File: config.mk
export PLATFORM = sky130hd
export DESIGN_NAME = gcd_operand_feeder
export DESIGN_NICKNAME = d
export VERILOG_FILES = /design/src/rtl/gcd_operand_feeder.sv
export SDC_FILE = /design/constraint.sdc
export NUM_CORES = 1
export LEC_CHECK = 0
export CAP_MARGIN = 0
export CORE_MARGIN = 5
export CORE_UTILIZATION = 54
export CTS_CLUSTER_DIAMETER = 40
export DETAILED_ROUTE_END_ITERATION = 7
export GPL_TIMING_DRIVEN = 0
export MAX_ROUTING_LAYER = met4
export PLACE_DENSITY = 0.81
export RECOVER_POWER = 100
export SKIP_LAST_GASP = 1
export SLEW_MARGIN = 30
export SYNTH_ARGS = -nofsm -noshare
export SYNTH_HDL_FRONTEND = slang
export SYNTH_SLANG_ARGS = --single-unit
File: constraint.sdc
create_clock -name clk -period 2.22 [get_ports clk]
set_input_delay 0.444 -clock clk [delete_from_list [all_inputs] [get_ports clk]]
set_output_delay 0.444 -clock clk [all_outputs]
set_load 0.05 [all_outputs]
File: src/rtl/gcd_operand_feeder.sv
// gcd_operand_feeder: buffers (a, b) operand pairs in a small FIFO ahead of
// the GCD unit and presents each one as a packed {x, y} word. A pair with
// b == 0 is rewritten to {0, a} on the way in so the GCD never sees y == 0
// with x != 0, which would never finish in its subtract loop.
//
// Handshakes: a transfer happens on a rising clk edge when valid and ready
// are both 1. A producer holds valid and its data until that edge. The feeder
// holds out_data stable while out_valid is 1 until the pop edge. in_ready and
// out_valid come from registered occupancy only, with no combinational path
// from out_ready or in_valid.
module gcd_operand_feeder #(
    parameter int DEPTH = 4,
    parameter int WIDTH = 16
) (
    input  logic                       clk,
    input  logic                       reset,
    input  logic                       in_valid,
    input  logic [WIDTH-1:0]           in_a,
    input  logic [WIDTH-1:0]           in_b,
    output logic                       in_ready,
    output logic                       out_valid,
    output logic [2*WIDTH-1:0]         out_data,
    input  logic                       out_ready,
    output logic [$clog2(DEPTH):0]     count,
    output logic [7:0]                 fixups
);

    localparam int AW = $clog2(DEPTH);
    localparam int CW = AW + 1;
    localparam logic [CW-1:0] FULL = CW'(DEPTH);

    logic [2*WIDTH-1:0] storage [DEPTH];
    logic [AW-1:0]      wr_ptr;
    logic [AW-1:0]      rd_ptr;
    logic               push;
    logic               pop;
    logic               b_zero;
    logic [2*WIDTH-1:0] sanitized;

    // Handshake qualifiers and the sanitized entry for the current input.
    always_comb begin
        in_ready  = (count != FULL);
        out_valid = (count != '0);
        push      = in_valid && in_ready;
        pop       = out_valid && out_ready;
        b_zero    = (in_b == '0);
        sanitized = b_zero ? {{WIDTH{1'b0}}, in_a} : {in_a, in_b};
        out_data  = storage[rd_ptr];
    end

    // Storage is written on push only; it is not cleared by reset.
    always_ff @(posedge clk) begin
        if (!reset && push) begin
            storage[wr_ptr] <= sanitized;
        end
    end

    // Pointers, occupancy and the saturating fixup counter; reset wins.
    always_ff @(posedge clk) begin
        if (reset) begin
            wr_ptr <= '0;
            rd_ptr <= '0;
            count  <= '0;
            fixups <= '0;
        end else begin
            if (push) begin
                wr_ptr <= wr_ptr + AW'(1);
            end
            if (pop) begin
                rd_ptr <= rd_ptr + AW'(1);
            end
            if (push && !pop) begin
                count <= count + CW'(1);
            end else if (pop && !push) begin
                count <= count - CW'(1);
            end
            if (push && b_zero && fixups != 8'hFF) begin
                fixups <= fixups + 8'd1;
            end
        end
    end

endmodule
* After elaboration in Yosys (flattened, before gate mapping)
Memories as Yosys holds them, arrays and structs flattened. A register that Yosys moved wholly into a read port is not among the register bits. Index checks and enable logic that the tools add are counted.
Word-level totals: flip-flop bits (word level) 15, input port bits 36, logic and storage cells 32, memory bits (read-only) 0, latch bits 0, bits in writable memories 128, output and inout bits 45, memories kept 1
Cells by class: add/subtract/negate cells 5, multipliers 0, muxes and demuxes 7, bitwise gates (word level) 0, reduce and logical (&&, ||, !) cells 13, equality and inequality tests 2, divide/modulo/power cells 0, $lt $le $gt $ge 0, shift-type cells 0
Memory list:
- storage | depth 4, width 32, rd ports 1, clocked after memory_dff 1, wr ports 1, line 32 | logic [2*WIDTH-1:0] storage [DEPTH];
Operators by type and width (count):
- 32-bit two-way mux | 1
- 16-bit logical NOT | 1
- 8-bit by 1-bit adder with 8-bit output, second input constant | 1
- 8-bit != test, second input constant | 1
- 1-bit logical AND | 7
- 3-bit two-way mux | 2
- 2-bit by 1-bit adder with 2-bit output, second input constant | 2
- 2-bit two-way mux | 2
- 3-bit by 1-bit adder with 3-bit output, second input constant | 1
- 1-bit logical NOT | 3
- 3-bit != test, second input constant | 1
- 3-bit nonzero test | 1
- 3-bit by 1-bit subtractor with 3-bit output, second input constant | 1
- 1-bit two-way mux | 2
- 2-bit nonzero test | 1

* Longest topological paths before layout
Gate-level depths: netlist (run 1).
word-level depth 6, mapped depth 10, gate-level depth less buffers 10

* Worst setup path after synthesis (run 1)
No wires, ideal clock.
path type register to register, start point register count[0], end point register count[2], cell stages (with the launch flop) 11, arrival time 2700 ps, data required time 2149 ps, buffers on the path 0, setup slack -550 ps, period minus slack after synthesis 2770 ps, library setup time 71 ps, cells stage by stage dfxtp_1 nor3b_1 inv_1 nand2_1 inv_1 ha_1 inv_1 fa_1 xor2_1 or3_1 a21oi_1
Between the ends: cells in the longest elaborated chain, start to end 5, elaborated cells between the ends (all ways) 13, those cells by class add/sub: 2; eq/ne: 1; mux: 2; reduce/logical: 8
Ends and longest elaborated chain:
- start: declaration | line 24 | output logic [$clog2(DEPTH):0] count,
- start signal: assignment | line 73 | count <= count + CW'(1);
- start signal: assignment | line 75 | count <= count - CW'(1);
- 3-bit != test * | line 42 | in_ready = (count != FULL);
- net in_ready | line 20 | output logic in_ready,
- 1-bit logical AND * | line 44 | push = in_valid && in_ready;
- net push | line 35 | logic push;
- 1-bit logical NOT | line 74 | end else if (pop && !push) begin
- 1-bit logical AND | line 74
- 2-bit nonzero test (no source line)
Mark *: on every way through the listed nets, which the timed path passes. The rest lies on a longest branch. The select of a mux whose other input is x is not followed. A chain may end at the register's enable or synchronous reset.

==> results of run 1 <==
-- cell usage in the layout, fill, tap and decap left out, drive strengths merged --
| cell | count |
|---|---|
| edfxtp | 128 |
| buf | 44 |
| clkdlybuf4s50 | 37 |
| mux4 | 32 |
| and2 | 20 |
| clkbuf | 20 |
| dfxtp | 17 |
| a21o | 16 |
| inv | 13 |
| nor2 | 10 |
| a21oi | 8 |
| nor4 | 7 |
| dlygate4sd2 | 6 |
| nand2 | 6 |
| ha | 6 |
| clkinv | 6 |
| nand3 | 5 |
| xor2 | 4 |
| clkinvlp | 4 |
| dlymetal6s2s | 4 |
| o31ai | 3 |
| or4 | 3 |
| o21ai | 3 |
| or3 | 3 |
| nor2b | 2 |
| mux2 | 2 |
| nand4 | 2 |
| nor3b | 1 |
| and4 | 1 |
| o211ai | 1 |
| o2111ai | 1 |
| xnor2 | 1 |
| mux2i | 1 |
| a41oi | 1 |
| fa | 1 |
-- what timing repair did --
action,4_1_cts,5_1_grt
resized for setup,202,39
setup buffers,0,3
endpoints found under the setup margin,39,65
-- worst reg2reg max path: cells and delay by family, from the launching register on --
family                   cells  cell delay (ns)
adder cells (fa/ha/maj)      2             0.52
AND/OR/NAND/NOR              3             0.86
buffers and inverters        1             0.04
AO/OA/AOI/OAI                1             0.15
XOR/XNOR                     1             0.18
flip-flops                   1             0.37
-- worst paths after layout --
kind,startpoint,end,slack [ns]
worst min-delay path,reset,count[2],0.37
worst min register to register,wr_ptr[1],wr_ptr[1],0.51
worst max register to register,count[0],count[2],0.03
worst max-delay path,flop,out_data[7],-0.08
-- power groups by stage --
stage | sequential [mW] | combinational (mW) | clock, mW
finish | 3.31 | 2.69 | 2.47
global route | 3.33 | 2.84 | 2.65
CTS | 3.31 | 2.59 | 2.51
detailed placement | 3.33 | 2.69 | 0
global placement | 3.32 | 2.67 | 0
floorplan | 3.39 | 1.81 | 0
-- cell families (layout without fill, tap and decap cells) --
logic type	count (synthesis)	count (layout)
flip-flops	145	145
buffers and inverters	21	134
XOR/XNOR	5	5
multiplexers	35	35
AND/OR/NAND/NOR	60	60
AO/OA/AOI/OAI	33	33
adder cells (fa/ha/maj)	7	7
-- cell type report --
class,count,area (µm²),share of cell area (%)
sequential,145,4200,57.3
multi-input combinational,140,1570,21.4
timing repair buffer,82,731,9.97
clock buffer,17,414,5.65
tap,136,170,2.32
clock inverter,15,109,1.49
buffer,12,108,1.47
inverter,8,30.0,0.410
-- routing by layer --
metal / vias up / wire length [µm] / track usage [%]
met3: 14 / 661 / 5.46
met1: 1628 / 4780 / 25.2
met5: - / 0 / -
met2: 111 / 6210 / 31.8
li1: 1430 / - / -
met4: 0 / 129 / 5.85
-- state kept, by name (all words and copies together), names as in the netlist, named ones only --
name / count
count: 3
wr_ptr: 2
storage: 128
fixups: 8
rd_ptr: 2
-- per-stage QoR --
| step | worst slack, ns | util (%) | cell area, µm² | instances |
|---|---|---|---|---|
| after floorplan | -0.0745 | - | 5820 | 306 |
| after global placement | -0.522 | 65.1 | 6790 | 521 |
| after detailed placement | -0.512 | 65.1 | 6790 | 521 |
| after CTS | -0.147 | 69.4 | 7230 | 552 |
| after global routing | -0.150 | 70.4 | 7330 | 555 |
| final | -0.0758 | 70.4 | 7330 | 555 |
==> qor.yml, run 1 <==
placement:
  dp_hpwl_um: 7540
  numPortBuffers: 79
  gp_congestion: 0.901
synthesis:
  synth_fa_ha_area_share_pct: 1.64
  synth.cell_area_um2: 5800
  synth_compound_area_share_pct: 3.95
  synthXorXnorAreaFrac_pct: 0.755
  ys_seq_area_share_pct: 72.1
  muxShareOfSynthArea_pct: 13.0
  synthMostInstantiatedCell: "edfxtp_1"
  synth.area.top_cells: "edfxtp_1 66%, mux4_2 12%, dfxtp_1 5.9%"
  ys_ff_latch: 145
  synth_top_area_share_pct: 66.2
  async_flop_share_pct: 0
  synth_edf_count: 128
  netlist-cell-type-count: 34
  ys.flop_type: "edfxtp_1"
  yosysWarnings: 0
  synth_top_family_by_area: "multiplexers"
  synthSimpleGateAreaFrac_pct: 7.12
  synth_cells: 306
  syn_nets: 349
  yosysTopAreaCell: "edfxtp_1"
  syn-mean-instance-area_um2: 19.0
  synth_common_cells: "128 x edfxtp_1, 32 x mux4_2, 20 x and2_1"
clock_tree:
  cts_root_buf: "clkbuf_8"
  cts.htree.levels: 4
  cts_buffers: 17
  clk_latency_ns: 0.52
  cts_sinks: 145
  cts.clk_slew.worst_paths_ns: 0.06
  cts_tree: "yes"
  hold_buffers: 0
  cts_buffer_depth: 2
status:
  outcome: "finished with violations"
  violations: "setup timing"
timing:
  timing.final.crit_period_ns: 2.30
  slew_headroom_pct: 40.0
  tightest_slew_ns: 0.900
  setup_violations: 31
  fin_setup_tns_ns: -1.38
  fin_crit_sh_pct: 103
  max_freq_mhz: 436
  finalHoldViolations: 0
  rsz0062_at_grt: "true"
  slew_viol_final: 0
  layout_setup_ws_ns: -0.0758
  skew_ns: 0.0163
  hold_ws_ns: 0.366
run:
  drv_cap: 0
finish:
  diodes: 0
  fill_cells: 673
  drive_gt1_share_pct: 31.0
  areaGrowthSynthToFinish_pct: 26.3
  finalNetCount: 449
grt:
  overflow: 0
  track_usage_pct: 19.9
  grt_pass1_wl_um: 18600
  grt_max_degree: 33
  antenna_found_initial: 0
  grt_pass1_vias: 3383
setup_path:
  critPathLaunchType: "flop"
  critical_path.cell_chain: "buf_12 > mux4_2 > buf_4"
  crit_type: "reg -> out"
  required_ns: 1.78
  cp.arrival_ns: 1.85
  cp_num_cells: 3
  worst_r2r_path_depth: 8
  path_buf_inv: 2
  slowest_delay_ns: 0.53
  crit_fanout: 10
  end_kind: "output pin"
  critPathSlowestCell: "mux4_2"
  path_delay_family: "multiplexers"
power_and_ir_drop:
  switching_power_mw: 2.87
  swShare_pct: 33.8
  power.density_nw_per_um2: 1160
  total_power_mw: 8.47
  p_leak_nw: 2.59
  seq_power_share_pct: 39.1
  p_comb_share_pct: 31.8
  vdd_drop_max_mv: 0.939
  p_clk_share_pct: 29.2
  p_int_mw: 5.61
die:
  start_util_pct: 55.7
  rows: 37
  dieArea_um2: 12900
  ios: 81
  coreArea_um2: 10400
  die_x_um: 114
  die_h_um: 114
drt:
  routedWlPerCell_um: 21.2
  initialDrtViolationCount: 176
  totalWireLength_um: 11800
  vias: 3183
  ant_nets: 0
  dr.pass1.iters: 4
  vias_per_cell: 5.74
  drc: 0
worst_hold_path:
  whs_path_depth: 2
  hold_class: "in -> reg"
(Power assumes the default switching activity.)
==> run 2: changes to the inputs <==
SLEW_MARGIN = not set   (was 30)
==> results of run 2 <==
No change in the layout: final DEF, timing and power equal those of run 1.
==> run 3: changes to the inputs <==
ABC_CLOCK_PERIOD_IN_PS = 2220   (was not set)
==> results of run 3 <==
No change in the layout: final DEF, timing and power equal those of run 1.
